===== src/rtl/axi_arbiter2.sv =====
`default_nettype none
// ============================================================================
//  Module   : axi_arbiter2
//  Purpose  : Two-master to one-slave AXI arbiter. Master 1 (instruction
//             fetch) is read-only; master 2 (load/store bus port) reads and
//             writes. Reads are arbitrated round-robin by a three-state FSM,
//             writes pass through a four-state FSM that only master 2 uses.
//             The two FSMs are fully independent.
//  Ports    : clk, rst (asynchronous, active-high)
//             M1  : AR in / arready1 out, R out / rready1 in
//             M2  : AR, AW, W in / arready2, awready2, wready2 out,
//                   R, B out / rready2, bready2 in
//             Slave side : AR, AW, W out / R, B in, matching readies
//             rd_busy    : read FSM not idle
//             burst_err  : sticky, rlast_s seen on a beat other than arlen
//  Revision : 1.0  initial release
// ============================================================================
module axi_arbiter2 #(
  parameter int ADDR_WIDTH = 32,
  parameter int DATA_WIDTH = 64
) (
  input  logic                      clk,
  input  logic                      rst,
  // Master 1 read address / data
  input  logic [ADDR_WIDTH-1:0]     araddr1,
  input  logic [1:0]                arburst1,
  input  logic [7:0]                arlen1,
  input  logic [2:0]                arsize1,
  input  logic                      arvalid1,
  output logic                      arready1,
  output logic [DATA_WIDTH-1:0]     rdata1,
  output logic [1:0]                rresp1,
  output logic                      rlast1,
  output logic                      rvalid1,
  input  logic                      rready1,
  // Master 2 read address / data
  input  logic [ADDR_WIDTH-1:0]     araddr2,
  input  logic [1:0]                arburst2,
  input  logic [7:0]                arlen2,
  input  logic [2:0]                arsize2,
  input  logic                      arvalid2,
  output logic                      arready2,
  output logic [DATA_WIDTH-1:0]     rdata2,
  output logic [1:0]                rresp2,
  output logic                      rlast2,
  output logic                      rvalid2,
  input  logic                      rready2,
  // Master 2 write address / data / response
  input  logic [ADDR_WIDTH-1:0]     awaddr2,
  input  logic [1:0]                awburst2,
  input  logic [7:0]                awlen2,
  input  logic                      awvalid2,
  output logic                      awready2,
  input  logic [DATA_WIDTH-1:0]     wdata2,
  input  logic [DATA_WIDTH/8-1:0]   wstrb2,
  input  logic                      wlast2,
  input  logic                      wvalid2,
  output logic                      wready2,
  output logic [1:0]                bresp2,
  output logic                      bvalid2,
  input  logic                      bready2,
  // Slave read address / data
  output logic [ADDR_WIDTH-1:0]     araddr_s,
  output logic [1:0]                arburst_s,
  output logic [7:0]                arlen_s,
  output logic [2:0]                arsize_s,
  output logic                      arvalid_s,
  input  logic                      arready_s,
  input  logic [DATA_WIDTH-1:0]     rdata_s,
  input  logic [1:0]                rresp_s,
  input  logic                      rlast_s,
  input  logic                      rvalid_s,
  output logic                      rready_s,
  // Slave write address / data / response
  output logic [ADDR_WIDTH-1:0]     awaddr_s,
  output logic [1:0]                awburst_s,
  output logic [7:0]                awlen_s,
  output logic                      awvalid_s,
  input  logic                      awready_s,
  output logic [DATA_WIDTH-1:0]     wdata_s,
  output logic [DATA_WIDTH/8-1:0]   wstrb_s,
  output logic                      wlast_s,
  output logic                      wvalid_s,
  input  logic                      wready_s,
  input  logic [1:0]                bresp_s,
  input  logic                      bvalid_s,
  output logic                      bready_s,
  // Status
  output logic                      rd_busy,
  output logic                      burst_err
);

  typedef enum logic [1:0] {
    R_IDLE = 2'd0,
    R_AR   = 2'd1,
    R_DATA = 2'd2
  } rd_state_e;

  typedef enum logic [1:0] {
    W_IDLE = 2'd0,
    W_ADDR = 2'd1,
    W_DATA = 2'd2,
    W_RESP = 2'd3
  } wr_state_e;

  localparam logic GNT_M1 = 1'b0;
  localparam logic GNT_M2 = 1'b1;

  rd_state_e  rd_state_q, rd_state_d;
  logic       gnt_q, gnt_d;
  logic       last_gnt_q, last_gnt_d;
  logic [7:0] arlen_q, arlen_d;
  logic [7:0] beat_cnt_q, beat_cnt_d;
  logic       burst_err_q, burst_err_d;
  wr_state_e  wr_state_q, wr_state_d;

  logic gnt_arvalid;
  logic gnt_rready;
  logic r_hs;

  assign gnt_arvalid = (gnt_q == GNT_M1) ? arvalid1 : arvalid2;
  assign gnt_rready  = (gnt_q == GNT_M1) ? rready1  : rready2;
  assign r_hs        = (rd_state_q == R_DATA) && rvalid_s && gnt_rready;

  // --------------------------------------------------------------------------
  // Read FSM: state register
  // --------------------------------------------------------------------------
  always_ff @(posedge clk or posedge rst) begin
    if (rst) begin
      rd_state_q  <= R_IDLE;
      gnt_q       <= GNT_M2;
      last_gnt_q  <= GNT_M1;
      arlen_q     <= 8'd0;
      beat_cnt_q  <= 8'd0;
      burst_err_q <= 1'b0;
    end else begin
      rd_state_q  <= rd_state_d;
      gnt_q       <= gnt_d;
      last_gnt_q  <= last_gnt_d;
      arlen_q     <= arlen_d;
      beat_cnt_q  <= beat_cnt_d;
      burst_err_q <= burst_err_d;
    end
  end

  // --------------------------------------------------------------------------
  // Read FSM: next state
  // --------------------------------------------------------------------------
  always_comb begin
    rd_state_d  = rd_state_q;
    gnt_d       = gnt_q;
    last_gnt_d  = last_gnt_q;
    arlen_d     = arlen_q;
    beat_cnt_d  = beat_cnt_q;
    burst_err_d = burst_err_q;
    case (rd_state_q)
      R_IDLE: begin
        if (arvalid1 || arvalid2) begin
          // Contention goes to whichever master was not served last.
          if (arvalid1 && arvalid2) begin
            gnt_d = ~last_gnt_q;
          end else begin
            gnt_d = arvalid1 ? GNT_M1 : GNT_M2;
          end
          rd_state_d = R_AR;
        end
      end
      R_AR: begin
        if (!gnt_arvalid) begin
          // Granted master withdrew its request: re-arbitrate.
          rd_state_d = R_IDLE;
        end else if (arready_s) begin
          arlen_d    = (gnt_q == GNT_M1) ? arlen1 : arlen2;
          beat_cnt_d = 8'd0;
          last_gnt_d = gnt_q;
          rd_state_d = R_DATA;
        end
      end
      R_DATA: begin
        if (r_hs) begin
          // Counter wraps naturally; only rlast_s ends the burst.
          beat_cnt_d = beat_cnt_q + 8'd1;
          if (rlast_s) begin
            rd_state_d = R_IDLE;
            if (beat_cnt_q != arlen_q) begin
              burst_err_d = 1'b1;
            end
          end
        end
      end
      default: rd_state_d = R_IDLE;
    endcase
  end

  // --------------------------------------------------------------------------
  // Read channel routing. Everything defaults to zero so that idle and reset
  // present quiet, all-zero outputs to both sides.
  // --------------------------------------------------------------------------
  always_comb begin
    araddr_s  = '0;
    arburst_s = 2'd0;
    arlen_s   = 8'd0;
    arsize_s  = 3'd0;
    arvalid_s = 1'b0;
    arready1  = 1'b0;
    arready2  = 1'b0;
    rdata1    = '0;
    rresp1    = 2'd0;
    rlast1    = 1'b0;
    rvalid1   = 1'b0;
    rdata2    = '0;
    rresp2    = 2'd0;
    rlast2    = 1'b0;
    rvalid2   = 1'b0;
    rready_s  = 1'b0;
    if (rd_state_q == R_AR) begin
      if (gnt_q == GNT_M1) begin
        araddr_s  = araddr1;
        arburst_s = arburst1;
        arlen_s   = arlen1;
        arsize_s  = arsize1;
        arvalid_s = arvalid1;
        arready1  = arready_s;
      end else begin
        araddr_s  = araddr2;
        arburst_s = arburst2;
        arlen_s   = arlen2;
        arsize_s  = arsize2;
        arvalid_s = arvalid2;
        arready2  = arready_s;
      end
    end
    if (rd_state_q == R_DATA) begin
      rready_s = gnt_rready;
      if (gnt_q == GNT_M1) begin
        rdata1  = rdata_s;
        rresp1  = rresp_s;
        rlast1  = rlast_s;
        rvalid1 = rvalid_s;
      end else begin
        rdata2  = rdata_s;
        rresp2  = rresp_s;
        rlast2  = rlast_s;
        rvalid2 = rvalid_s;
      end
    end
  end

  assign rd_busy   = (rd_state_q != R_IDLE);
  assign burst_err = burst_err_q;

  // --------------------------------------------------------------------------
  // Write FSM: single outstanding write from master 2
  // --------------------------------------------------------------------------
  always_ff @(posedge clk or posedge rst) begin
    if (rst) begin
      wr_state_q <= W_IDLE;
    end else begin
      wr_state_q <= wr_state_d;
    end
  end

  always_comb begin
    wr_state_d = wr_state_q;
    case (wr_state_q)
      W_IDLE: if (awvalid2)                      wr_state_d = W_ADDR;
      W_ADDR: if (awvalid2 && awready_s)         wr_state_d = W_DATA;
      W_DATA: if (wvalid2 && wready_s && wlast2) wr_state_d = W_RESP;
      W_RESP: if (bvalid_s && bready2)           wr_state_d = W_IDLE;
      default:                                   wr_state_d = W_IDLE;
    endcase
  end

  always_comb begin
    awaddr_s  = '0;
    awburst_s = 2'd0;
    awlen_s   = 8'd0;
    awvalid_s = 1'b0;
    awready2  = 1'b0;
    wdata_s   = '0;
    wstrb_s   = '0;
    wlast_s   = 1'b0;
    wvalid_s  = 1'b0;
    wready2   = 1'b0;
    bresp2    = 2'd0;
    bvalid2   = 1'b0;
    bready_s  = 1'b0;
    case (wr_state_q)
      W_ADDR: begin
        awaddr_s  = awaddr2;
        awburst_s = awburst2;
        awlen_s   = awlen2;
        awvalid_s = awvalid2;
        awready2  = awready_s;
      end
      W_DATA: begin
        wdata_s  = wdata2;
        wstrb_s  = wstrb2;
        wlast_s  = wlast2;
        wvalid_s = wvalid2;
        wready2  = wready_s;
      end
      W_RESP: begin
        bresp2   = bresp_s;
        bvalid2  = bvalid_s;
        bready_s = bready2;
      end
      default: ;
    endcase
  end

endmodule
`default_nettype wire


===== config.mk =====
export PLATFORM = sky130hd
export DESIGN_NAME = axi_arbiter2
export DESIGN_NICKNAME = d
export VERILOG_FILES = /design/src/rtl/axi_arbiter2.sv
export SDC_FILE = /design/constraint.sdc
export NUM_CORES = 1
export LEC_CHECK = 0
export BUFFER_PORTS_ARGS = -buffer_cell sky130_fd_sc_hd__buf_4
export CAP_MARGIN = 20
export CORE_AREA = 2 2 235 237
export CTS_CLUSTER_SIZE = 20
export DETAILED_ROUTE_END_ITERATION = 10
export DIE_AREA = 0 0 237 239
export GPL_ROUTABILITY_DRIVEN = 0
export PLACE_DENSITY = 0.3
export SYNTH_ARGS = -nofsm -noshare
export SYNTH_HDL_FRONTEND = slang
export SYNTH_SLANG_ARGS = --single-unit

===== constraint.sdc =====
create_clock -name clk -period 2.2 [get_ports clk]
set_input_delay 0.22 -clock clk [delete_from_list [all_inputs] [get_ports clk]]
set_output_delay 0.22 -clock clk [all_outputs]
set_load 0.03 [all_outputs]

# Yosys cells after proc, flatten, opt, wreduce, memory -nomap -nowiden
# Index checks and enable logic that the tools add are counted.
dict set report word_totals {
  in_bits 288
  register_bits 23
  word_cells 105
  output_inout_bits 310
}
dict set report classes {
  n_addsub 1
  muxes 62
  n_eq_ne 16
  bitwise 1
  n_reduce_logical 18
}
# operator count
set op_table {}
lappend op_table {{$mux W64} 5}
lappend op_table {{$mux W32} 3}
lappend op_table {{$mux W8} 7}
lappend op_table {{$mux W2} 17}
lappend op_table {{$mux W1} 25}
lappend op_table {{$ne A2 B2 Y1 const B} 9}
lappend op_table {{$pmux W8 S2} 1}
lappend op_table {{$reduce_and A4 Y1} 4}
lappend op_table {{$add A8 B1 Y8 const B} 1}
lappend op_table {{$ne A8 B8 Y1} 1}
lappend op_table {{$pmux W2 S4} 1}
lappend op_table {{$logic_and A1 B1 Y1} 7}
lappend op_table {{$eq A2 B2 Y1 const B} 3}
lappend op_table {{$mux W3} 2}
lappend op_table {{$pmux W2 S3} 1}
lappend op_table {{$eq A2 B1 Y1 const B} 2}
lappend op_table {{$logic_not A2 Y1} 2}
lappend op_table {{$reduce_bool A2 Y1} 2}
lappend op_table {{$ne A3 B3 Y1 const B} 1}
lappend op_table {{$reduce_and A3 Y1} 1}
lappend op_table {{$reduce_and A2 Y1} 1}
lappend op_table {{$logic_or A1 B1 Y1} 1}
lappend op_table {{$not A1 Y1} 1}

# Logic depth before layout (Yosys ltp)
# Gate-level depths: netlist (run 1).
dict set report logic_depth {
  word_depth 5
  depth_mapped 6
  depth_no_buf 5
}

# Least setup slack after synthesis (run 1)
# No wires, ideal clock.
dict set report synth_path {
  kind {register -> register}
  startpoint {reg gnt_q}
  endpoint {reg beat_cnt_q[6]}
  slack_ns 0.281
  path_buffers 1
  setup_time_ns 0.124
  arrival_ns 1.795
  t_required_ns 2.076
  stages_incl_launch_ff 6
  synth_period_minus_slack_ns 1.919
  path_cell_list {dfstp_2 -> buf_6 -> mux2i_1 -> nor2_1 -> o22ai_2 -> a211o_1}
}
dict set report synth_via {
  elab_chain_cells 4
  elab_cells_between_ends 6
  cone_classes {2 x eq/ne; 2 x mux; 2 x reduce/logical}
}
# item line
set synth_lines {}
lappend synth_lines {{start, declared} 110} ;# logic gnt_q, gnt_d;
lappend synth_lines {{start signal, assigned} 138} ;# gnt_q <= gnt_d;
lappend synth_lines {{$mux W1} 122} ;# assign gnt_rready = (gnt_q == GNT_M1) ? rready1 : rready2;
lappend synth_lines {{$logic_and A1 B1 Y1} 123} ;# assign r_hs = (rd_state_q == R_DATA) && rvalid_s && gnt_rready;
lappend synth_lines {{$ne A2 B2 Y1 (no line)} -}
lappend synth_lines {{$reduce_and A4 Y1 (no line) (*)} -}
lappend synth_lines {{end signal, assigned} 141} ;# beat_cnt_q <= beat_cnt_d;
lappend synth_lines {{end, declared} 113} ;# logic [7:0] beat_cnt_q, beat_cnt_d;
# Mark *: on every way between the ends. The rest lies on a longest branch, timed or not.
# A chain may end at the register's enable or synchronous reset.

# Worst setup path in the final report (run 1)
dict set report layout_path {
  startpoint {reg gnt_q}
  endpoint {out rdata1[45]}
}
dict set report layout_via {
  elab_chain_cells 2
}
# item line
set layout_lines {}
lappend layout_lines {{$mux W64} 235} ;# if (gnt_q == GNT_M1) begin
lappend layout_lines {{$mux W64} 233} ;# if (rd_state_q == R_DATA) begin
lappend layout_lines {{end, declared} 31} ;# output logic [DATA_WIDTH-1:0] rdata1,
# Every way passes these cells.

==> impl_metrics.py, run 1 <==
metrics = {
    "grt": {
        "grt_pass1_vias": 5811,
        "met1_usage": 0.08163,
        "overflow": 0,
        "grtUsageTotal": 0.09044,
        "grt_use_met3": 0.03360,
        "grt_max_degree": 69,
        "grt_pass1_wl_mm": 37.69,
        "antenna_found_initial": 1,
        "met2_usage": 0.1872,
        "grt-busiest-layer": "met2",
    },
    "critical_path": {
        "worst_ep_arrival_time_ps": 1900,
        "worstSetupEndpointType": "output port",
        "cpPeakStageDelay_ps": 730,
        "rr_startpoint": "gnt_q",
        "cp.required_ps": 1980,
        "r2r_slack_ps": 380,
        "cp_max_fo": 68,
        "r2r-end": "beat_cnt_q[6]",
        "worstSetupPathType": "flop to output port",
        "start_kind": "flop",
        "cp_slowest_cell": "dfstp_4",
        "worstSetupStartpoint": "gnt_q",
        "cp_cell_sequence": "buf_16 > nor2_4 > buf_12 > and2_1 > buf_4",
        "r2r.worst_path.cells": 4,
    },
    "floorplanning": {
        "die_y_um": 239,
        "core_um2": 54340,
        "initial_utilization": 0.06719,
        "chipWidth_um": 237,
        "rows": 86,
        "dieArea_um2": 56640,
        "io_pins": 598,
    },
    "pwr": {
        "power_mw": 9.451,
        "vdd_drop_max_v": 0.0004387,
        "p_leak_nw": 4.895,
        "p_per_area_nw_per_um2": 1033,
    },
    "timing": {
        "drv_slew": 0,
        "period_share": 0.9640,
        "clock.fmax_ghz": 0.4715,
        "slew_headroom": 0.6726,
        "tightest_slew_ps": 491.1,
        "setup_viol": 0,
        "finalCriticalPeriod_ps": 2121,
        "hold_violations": 0,
        "fin_setup_tns_ps": 0,
        "fin_skew_ps": 4.140,
        "rsz0062_at_grt": "true",
    },
    "run": {
        "cap_violations": 0,
    },
    "synthesis": {
        "yosysWarningCount": 0,
        "yosysUniqueCellTypes": 40,
        "yosys-top-cells-area": "and2_1 44%, dfrtp_1 15%, mux2i_1 13%, nor2_1 6.3%, clkbuf_1 2.5%",
        "synth_area_leader_cell": "and2_1",
        "synth_top_area_share": 0.4438,
        "ys_ff_latch": 23,
        "synthCells": 512,
        "syn_area_um2": 3651,
        "syn_nets": 805,
        "ys_seq_area_frac": 0.1580,
        "post_synth.cell_area_avg_um2": 7.131,
    },
    "clocking": {
        "cts_buffers": 3,
        "clk_pin_slew_worst_paths_ps": 70,
        "clockRootBuffer": "clkbuf_16",
        "cts_tree": "done",
        "clock_path_buffers": 2,
        "post_cts_buffers": 0,
        "worstSkewPairLatency_ps": 270,
        "cts_num_sinks": 23,
        "cts-htree-levels": 1,
    },
    "detailed_routing": {
        "vias": 5728,
        "drt-total-wl_mm": 28.51,
        "drtAntennaViolNets": 0,
        "drt-vias-per-instance": 3.195,
        "drc": 0,
        "drt_iter0_drc": 177,
        "post_drt_wl_per_cell_um": 15.90,
        "drtPass1Iterations": 4,
    },
    "place": {
        "hpwl_mm": 24.58,
        "numPortBuffers": 597,
        "place_area_um2": 9007,
    },
    "layout": {
        "area_growth_pct": 150.7,
        "fin_util": 0.1684,
        "layout-drive-gt1-share": 0.5833,
        "final_nets": 1381,
        "postLayoutCellArea_um2": 9151,
    },
    "worst_hold_path": {
        "holdCritPathClass": "primary input to async pin",
    },
    "outcome": {
        "status": "finished, final reports clean",
    },
}
[flip-flops by register name, summed over array words and instances, names as in the netlist]
| name | count |
|---|---|
| last_gnt_q | 1 |
| gnt_q | 1 |
| beat_cnt_q | 8 |
| rd_state_q | 2 |
| arlen_q | 8 |
| burst_err | 1 |
| wr_state_q | 2 |
[cell usage after synthesis (all sizes together)]
library cell and number:
xor2 8, nand2 6, nand3 3, nor3 4, and3b 1, o21ai 2, o21ba 1, xnor2 1
mux2i 47, nor2b 1, a21oi 13, and3 3, a211o 2, nand4 1, a222oi 1, dfrtp 22
o22ai 1, mux2 3, a22o 2, a31oi 4, or2 1, ha 5, and2 260, and4 1
dfstp 1, inv 7, nor4 2, nand2b 4, clkbuf 26, a31o 1, o22a 2, buf 14
nor3b 1, nor2 61
[where the power goes]
group | leakage [nW] | switching [mW] | internal [mW]
Combinational | 4.57 | 5.06 | 3.17
Sequential | 0.281 | 0.194 | 0.596
Clock | 0.0409 | 0.194 | 0.246
[layout by cell type, fill, tap and decap left out, types with 3 or more instances in the layout]
cell       count
dfrtp_1       22
nor2_1        59
nand2b_1       3
nand2_1        6
mux2i_2        3
a31oi_1        4
xor2_1         8
mux2i_1       43
buf_12         3
inv_1          7
buf_4        606
nor3_1         3
clkbuf_16      4
ha_1           4
a21oi_1       13
and3_1         3
and2_1       258
nand3_1        3
[worst max path at each step]
stage                    end  slack, ps  depth (start not counted)
3_5_place_dp      arlen_s[5]        260                          4
2_1_floorplan  beat_cnt_q[6]        280                          5
5_1_grt           arlen_s[4]        -10                          4
4_1_cts           arlen_s[3]         20                          4
6_report          rdata1[45]         80                          5
3_3_place_gp      arlen_s[5]        300                          4
[cells by family after synthesis]
logic type | Yosys count | synth area share
AO/OA/AOI/OAI | 29 | 0.05312
XOR/XNOR | 9 | 0.02159
adder cells (fa/ha/maj) | 5 | 0.01714
buffers and inverters | 47 | 0.05586
flip-flops | 23 | 0.1580
multiplexers | 50 | 0.1391
AND/OR/NAND/NOR | 349 | 0.5552
[layout make-up]
class | instances | area (um2)
clock inverter | 1 | 5.005
sequential | 23 | 580.6
timing repair buffer | 611 | 4662
tap | 704 | 880.8
fill | 6218 | 45190
clock buffer | 3 | 75.07
multi-input combinational | 442 | 2917
antenna | 2 | 5.005
inverter | 7 | 26.28
[timing repair]
action                                  CTS  global route
hold buffers                              0             0
gates cloned                              0             1
gates resized for setup                   1             6
endpoints found under the setup margin    1            16
[layer usage]
layer / vias to the layer above / share of wire / wire length, um
met2: 351 / 0.55 / 15700
met3: 18 / 0.098 / 2804
met4: 2 / 0.024 / 696
met5: - / 0.00028 / 8
met1: 2588 / 0.33 / 9296
li1: 2769 / - / -
[per-stage QoR]
stage	std cells	hold WS [ps]	setup WS, ps
after global routing	1791	57.28	-10.02
after CTS	1790	26.06	17.60
after global placement	1786	326.7	296.0
final	1793	6.076	79.28
after detailed placement	1786	323.0	261.6
after floorplan	512	221.2	281.3
[worst max-delay path: cells and delay by family, from the launching register on]
family / cells / cell delay [ps]
simple gates: 2 / 270
flops: 1 / 730
buf+inv: 3 / 560
(Power assumes the default switching activity.)
==> run 2: changes to the inputs <==
- CORE_AREA: 2 2 235 237 -> 2 2 232 234
- DIE_AREA: 0 0 237 239 -> 0 0 234 236
- clock period: 2.2 -> 2.3 ns (I/O delays scaled with it)
==> run 2 against run 1 <==
  * Global-route usage shrank 0.17 points
  * Via count down 0.31%
  * Clock power is 4% lower
  * Count of clock-buffer cells in the layout is the same
  * Die area fell by 2.5%
  * Flip-flop and latch count unchanged
  * Register-to-register slack better by 150 ps
  * Non-clock buffer count unchanged
  * Setup slack improved by 150 ps
  * Clock skew rose by 0.88 ps
  * Cell area is 0.62% lower
  * Utilization is 0.30 points higher
==> impl_metrics.py, run 2 (same netlist as run 1, synthesis figures left out) <==
metrics = {
    "outcome": {
        "status": "finished, final reports clean",
    },
    "floorplanning": {
        "die_y_um": 236,
        "chipWidth_um": 234,
        "rows": 85,
        "core_um2": 53070,
        "io_pins": 598,
        "dieArea_um2": 55220,
        "initial_utilization": 0.06880,
    },
    "layout": {
        "final_nets": 1381,
        "fin_cells": 1785,
        "fillers": 6128,
        "area_growth_pct": 149.1,
        "layout_common_cells": "606 x buf_4, 259 x and2_1, 59 x nor2_1",
        "layout-drive-gt1-share": 0.5777,
        "final_common_cell": "buf_4",
        "largest_registers": "arlen_q (8), beat_cnt_q (8)",
    },
    "clocking": {
        "cts_num_sinks": 23,
        "worstSkewPairLatency_ps": 270,
        "clock_path_buffers": 2,
        "post_cts_buffers": 0,
        "cts_tree": "done",
        "cts-htree-levels": 1,
        "clockRootBuffer": "clkbuf_16",
        "clk_pin_slew_worst_paths_ps": 70,
        "cts_buffers": 3,
    },
    "critical_path": {
        "cp_max_fo": 16,
        "cp_cell_sequence": "buf_4 > mux2i_1 > nor2_1 > buf_4",
        "cp.buffers_inverters": 2,
        "worstSetupEndpointType": "output port",
        "worst_ep_arrival_time_ps": 1840,
        "worstSetupPathType": "flop to output port",
        "cp_slowest_cell": "dfstp_4",
        "start_kind": "flop",
        "cp_common_cell": "buf_4",
        "cpPeakStageDelay_ps": 690,
        "path_delay_family": "flip-flops",
        "cp.required_ps": 2070,
    },
    "detailed_routing": {
        "post_drt_wl_per_cell_um": 14.93,
        "vias": 5710,
        "drc": 0,
        "drtAntennaViolNets": 0,
        "drtPass1Iterations": 4,
        "drt-total-wl_mm": 26.66,
        "drt_iter0_drc": 145,
        "drt-vias-per-instance": 3.199,
    },
    "run": {
        "cap_violations": 0,
    },
    "timing": {
        "finalCriticalPeriod_ps": 2073,
        "drv_slew": 0,
        "period_share": 0.9012,
        "fin_skew_ps": 5.017,
        "tightest_slew_ps": 495.3,
        "fin_setup_tns_ps": 0,
        "hold_violations": 0,
        "clock.fmax_ghz": 0.4825,
        "slew_headroom": 0.6698,
        "setup_viol": 0,
        "rsz0062_at_grt": "false",
    },
    "grt": {
        "grt_max_degree": 77,
        "overflow": 0,
        "grt_pass1_wl_mm": 36.44,
        "antenna_found_initial": 4,
        "grt_pass1_vias": 5762,
        "grtUsageTotal": 0.08871,
    },
    "place": {
        "hpwl_mm": 23.53,
        "numPortBuffers": 597,
        "place_inst": 1778,
    },
    "pwr": {
        "power.switching_mw": 5.105,
        "p_comb_frac": 0.868,
        "p_leak_nw": 4.886,
        "cell_internal_pwr_mw": 3.752,
        "p_per_area_nw_per_um2": 973.8,
        "vdd_drop_max_v": 0.0003458,
        "clock_power_share": 0.048,
        "switching_share": 0.5764,
        "seq_power_share": 0.085,
    },
    "worst_hold_path": {
        "holdCritPathClass": "primary input to flop",
    },
}
[run 2: layout make-up]
cell class | instances | area, um2 | area share
repair buffers | 611 | 4639 | 0.5101
multi-input cells | 442 | 2890 | 0.3178
well taps | 696 | 870.8 | 0.09575
flip-flops and latches | 23 | 580.6 | 0.06383
clock buffers | 3 | 75.07 | 0.008254
inverters | 7 | 26.28 | 0.002889
clock inverters | 1 | 7.507 | 0.0008254
diodes | 2 | 5.005 | 0.0005503
[run 2: through the flow]
stage          area, um2  power (mW)    util  hold WS, ps  setup WS (ps)
2_1_floorplan       3651       5.356       -        231.2          381.3
3_3_place_gp        8997       8.678  0.1695        127.0          446.9
3_5_place_dp        8997       8.614  0.1695        127.8          452.2
4_1_cts             9090       9.077  0.1713        116.6          141.1
5_1_grt             9090       9.489  0.1713        125.5          72.51
6_report            9095       8.857  0.1714        123.5          227.3
[run 2: worst register-to-register path: stages (launching register included)]
cell	delay (ps)
dfstp_4	690
mux2i_1	400
nor2_1	150
o22ai_2	280
a22o_1	190
[run 2: timing repair]
action	4_1_cts	5_1_grt
resized for setup	0	0
hold buffers	1	0
endpoints found under the hold margin	3	0
[run 2: routing by layer]
layer,GRT usage,share of wire
met3,0.02756,0.10
met2,0.1832,0.55
met1,0.08146,0.32
met5,0,0.0017
met4,0.02110,0.020
[run 2: power groups by stage]
stage | Clock, mW | Sequential, mW | Combinational, mW
final | 0.421 | 0.751 | 7.69
after CTS | 0.446 | 0.757 | 7.87
after global placement | 0 | 0.762 | 7.92
after detailed placement | 0 | 0.764 | 7.85
after floorplan | 0 | 0.682 | 4.67
after global routing | 0.464 | 0.783 | 8.24
[run 2: worst paths after layout]
kind | startpoint | end | slack (ps) | depth (start not counted)
max | gnt_q | arlen_s[4] | 230 | 4
min | arvalid1 | gnt_q | 120 | 2
max reg2reg | gnt_q | beat_cnt_q[3] | 530 | 4
min reg2reg | burst_err | burst_err | 490 | 1
max in group asynchronous | rst | gnt_q | 1290 | 4
min in group asynchronous | rst | arlen_q[5] | 430 | 3
==> run 3: changes to the inputs <==
- CELL_PAD_IN_SITES_DETAIL_PLACEMENT: not set -> 1
- CELL_PAD_IN_SITES_GLOBAL_PLACEMENT: not set -> 2
- CORE_AREA: 2 2 232 234 -> 2 2 234 236
- CTS_CLUSTER_SIZE: 20 -> 28
- DIE_AREA: 0 0 234 236 -> 0 0 236 238
- PLACE_DENSITY: 0.3 -> 0.5
==> run 3 against run 2 <==
  * Critical path type unchanged
  * Critical endpoint is now arlen_s[1]
  * Clock skew shrank 0.92 ps
  * Largest power group unchanged
  * Sequential share of layout area is essentially flat
  * Sequential power shrank 3.5%
  * Total power grew 1.3%
  * Non-clock buffer count grew 2
  * Via count grew 1.7%
  * Combinational power grew 2%
  * Setup slack lost 52 ps
  * Global-route usage grew 0.83 points
==> impl_metrics.py, run 3 (same netlist as run 1, synthesis figures left out) <==
metrics = {
    "outcome": {
        "status": "finished, final reports clean",
    },
    "layout": {
        "final_common_cell": "buf_4",
        "area_growth_pct": 149.2,
        "final_nets": 1383,
        "layout_common_cells": "609 x buf_4, 259 x and2_1, 59 x nor2_1",
        "largest_registers": "arlen_q (8), beat_cnt_q (8)",
        "postLayoutCellArea_um2": 9099,
        "layout-drive-gt1-share": 0.5794,
    },
    "critical_path": {
        "r2r_slack_ps": 510,
        "worstSetupEndpointType": "output port",
        "r2r.worst_path.cells": 5,
        "r2r-end": "wr_state_q[1]",
        "cpPeakStageDelay_ps": 650,
        "start_kind": "flop",
        "rr_startpoint": "wr_state_q[0]",
        "path_delay_family": "flip-flops",
        "cp_slowest_cell": "dfstp_2",
        "cp_max_fo": 19,
        "worst_ep_arrival_time_ps": 1900,
        "cp_common_cell": "buf_4",
        "cp.buffers_inverters": 3,
        "cp_cell_sequence": "buf_12 > buf_4 > mux2i_1 > nor2_1 > buf_4",
        "cp.required_ps": 2070,
        "worstSetupPathType": "flop to output port",
    },
    "timing": {
        "slew_headroom": 0.7385,
        "rsz0062_at_grt": "false",
        "fin_setup_tns_ps": 0,
        "tightest_slew_ps": 381.4,
        "drv_slew": 0,
        "setup_viol": 0,
        "layout_setup_ws_ps": 174.9,
        "period_share": 0.9239,
        "fin_skew_ps": 4.102,
        "hold_violations": 0,
        "clock.fmax_ghz": 0.4706,
        "finalCriticalPeriod_ps": 2125,
    },
    "detailed_routing": {
        "drt-vias-per-instance": 3.252,
        "drc": 0,
        "vias": 5808,
        "drtPass1Iterations": 5,
        "drtAntennaViolNets": 0,
        "drt-total-wl_mm": 29.49,
        "drt_iter0_drc": 139,
        "post_drt_wl_per_cell_um": 16.51,
    },
    "place": {
        "dp_worst_setup_slack_ps": 393.4,
        "hpwl_mm": 26.12,
        "place_area_um2": 9016,
        "numPortBuffers": 597,
    },
    "clocking": {
        "cts_tree": "done",
        "cts-htree-levels": 1,
        "cts_num_sinks": 23,
        "clock_path_buffers": 2,
        "post_cts_buffers": 0,
        "worstSkewPairLatency_ps": 270,
        "cts_buffers": 3,
        "cts_resized": 0,
        "hold_buffers": 0,
        "clockRootBuffer": "clkbuf_16",
        "clk_pin_slew_worst_paths_ps": 70,
    },
    "pwr": {
        "p_leak_nw": 4.900,
        "vdd_drop_max_v": 0.0003923,
        "p_per_area_nw_per_um2": 986.0,
    },
    "grt": {
        "overflow": 0,
        "antenna_found_initial": 1,
        "grt_max_degree": 63,
        "grt-busiest-layer": "met2",
        "met2_usage": 0.2051,
        "grt_pass1_vias": 6200,
        "met1_usage": 0.08625,
        "grt_use_met3": 0.03262,
        "grtUsageTotal": 0.09697,
        "grt_pass1_wl_mm": 40.60,
    },
    "floorplanning": {
        "io_pins": 598,
        "dieArea_um2": 56170,
        "core_um2": 53500,
        "rows": 85,
        "chipWidth_um": 236,
        "die_y_um": 238,
        "initial_utilization": 0.06825,
    },
    "run": {
        "cap_violations": 0,
    },
    "worst_hold_path": {
        "holdCritPathClass": "primary input to async pin",
    },
}
==> run 3: cell type report <==
cell class	count	area (um2)
clock inverter	1	5.005
antenna	1	2.502
sequential	23	576.8
tap	696	870.8
timing repair buffer	613	4652
multi-input combinational	442	2890
fill	6502	44400
inverter	7	26.28
clock buffer	3	75.07
==> run 3: tightest hold or removal path, cell delays in order <==
cell and delay (ps):
buf_4 110, inv_1 40, buf_4 320
==> run 3: worst max path at each step <==
stage                    end           from  cells after the start
2_1_floorplan  beat_cnt_q[6]          gnt_q                      5
3_3_place_gp     araddr_s[2]          gnt_q                      5
3_5_place_dp     wdata_s[33]  wr_state_q[0]                      5
4_1_cts          wdata_s[33]  wr_state_q[0]                      5
5_1_grt           arlen_s[1]          gnt_q                      5
6_report          arlen_s[1]          gnt_q                      5
==> run 3: metrics by stage <==
stage / util / cells / power, mW / hold WS [ps]
after floorplan: - / 512 / 5.356 / 231.2
after global routing: 0.1701 / 1786 / 9.541 / 51.48
after CTS: 0.1700 / 1785 / 9.181 / 31.22
final: 0.1701 / 1786 / 8.972 / 17.14
after detailed placement: 0.1685 / 1781 / 8.737 / 325.3
after global placement: 0.1685 / 1781 / 8.732 / 333.3
==> run 3: layer usage <==
metal | wire, um | vias up
met5 | 0 | -
met4 | 746 | 0
met3 | 2724 | 17
met2 | 16790 | 359
met1 | 9224 | 2662
li1 | - | 2770
==> run 3: report_power, final <==
part           internal, mW  switching [mW]  total (mW)  leakage [nW]
logic                  2.98            4.85        7.83          4.58
registers             0.563           0.162       0.725         0.281
clock network         0.236           0.178       0.413        0.0409
total                  3.78            5.19        8.97          4.90
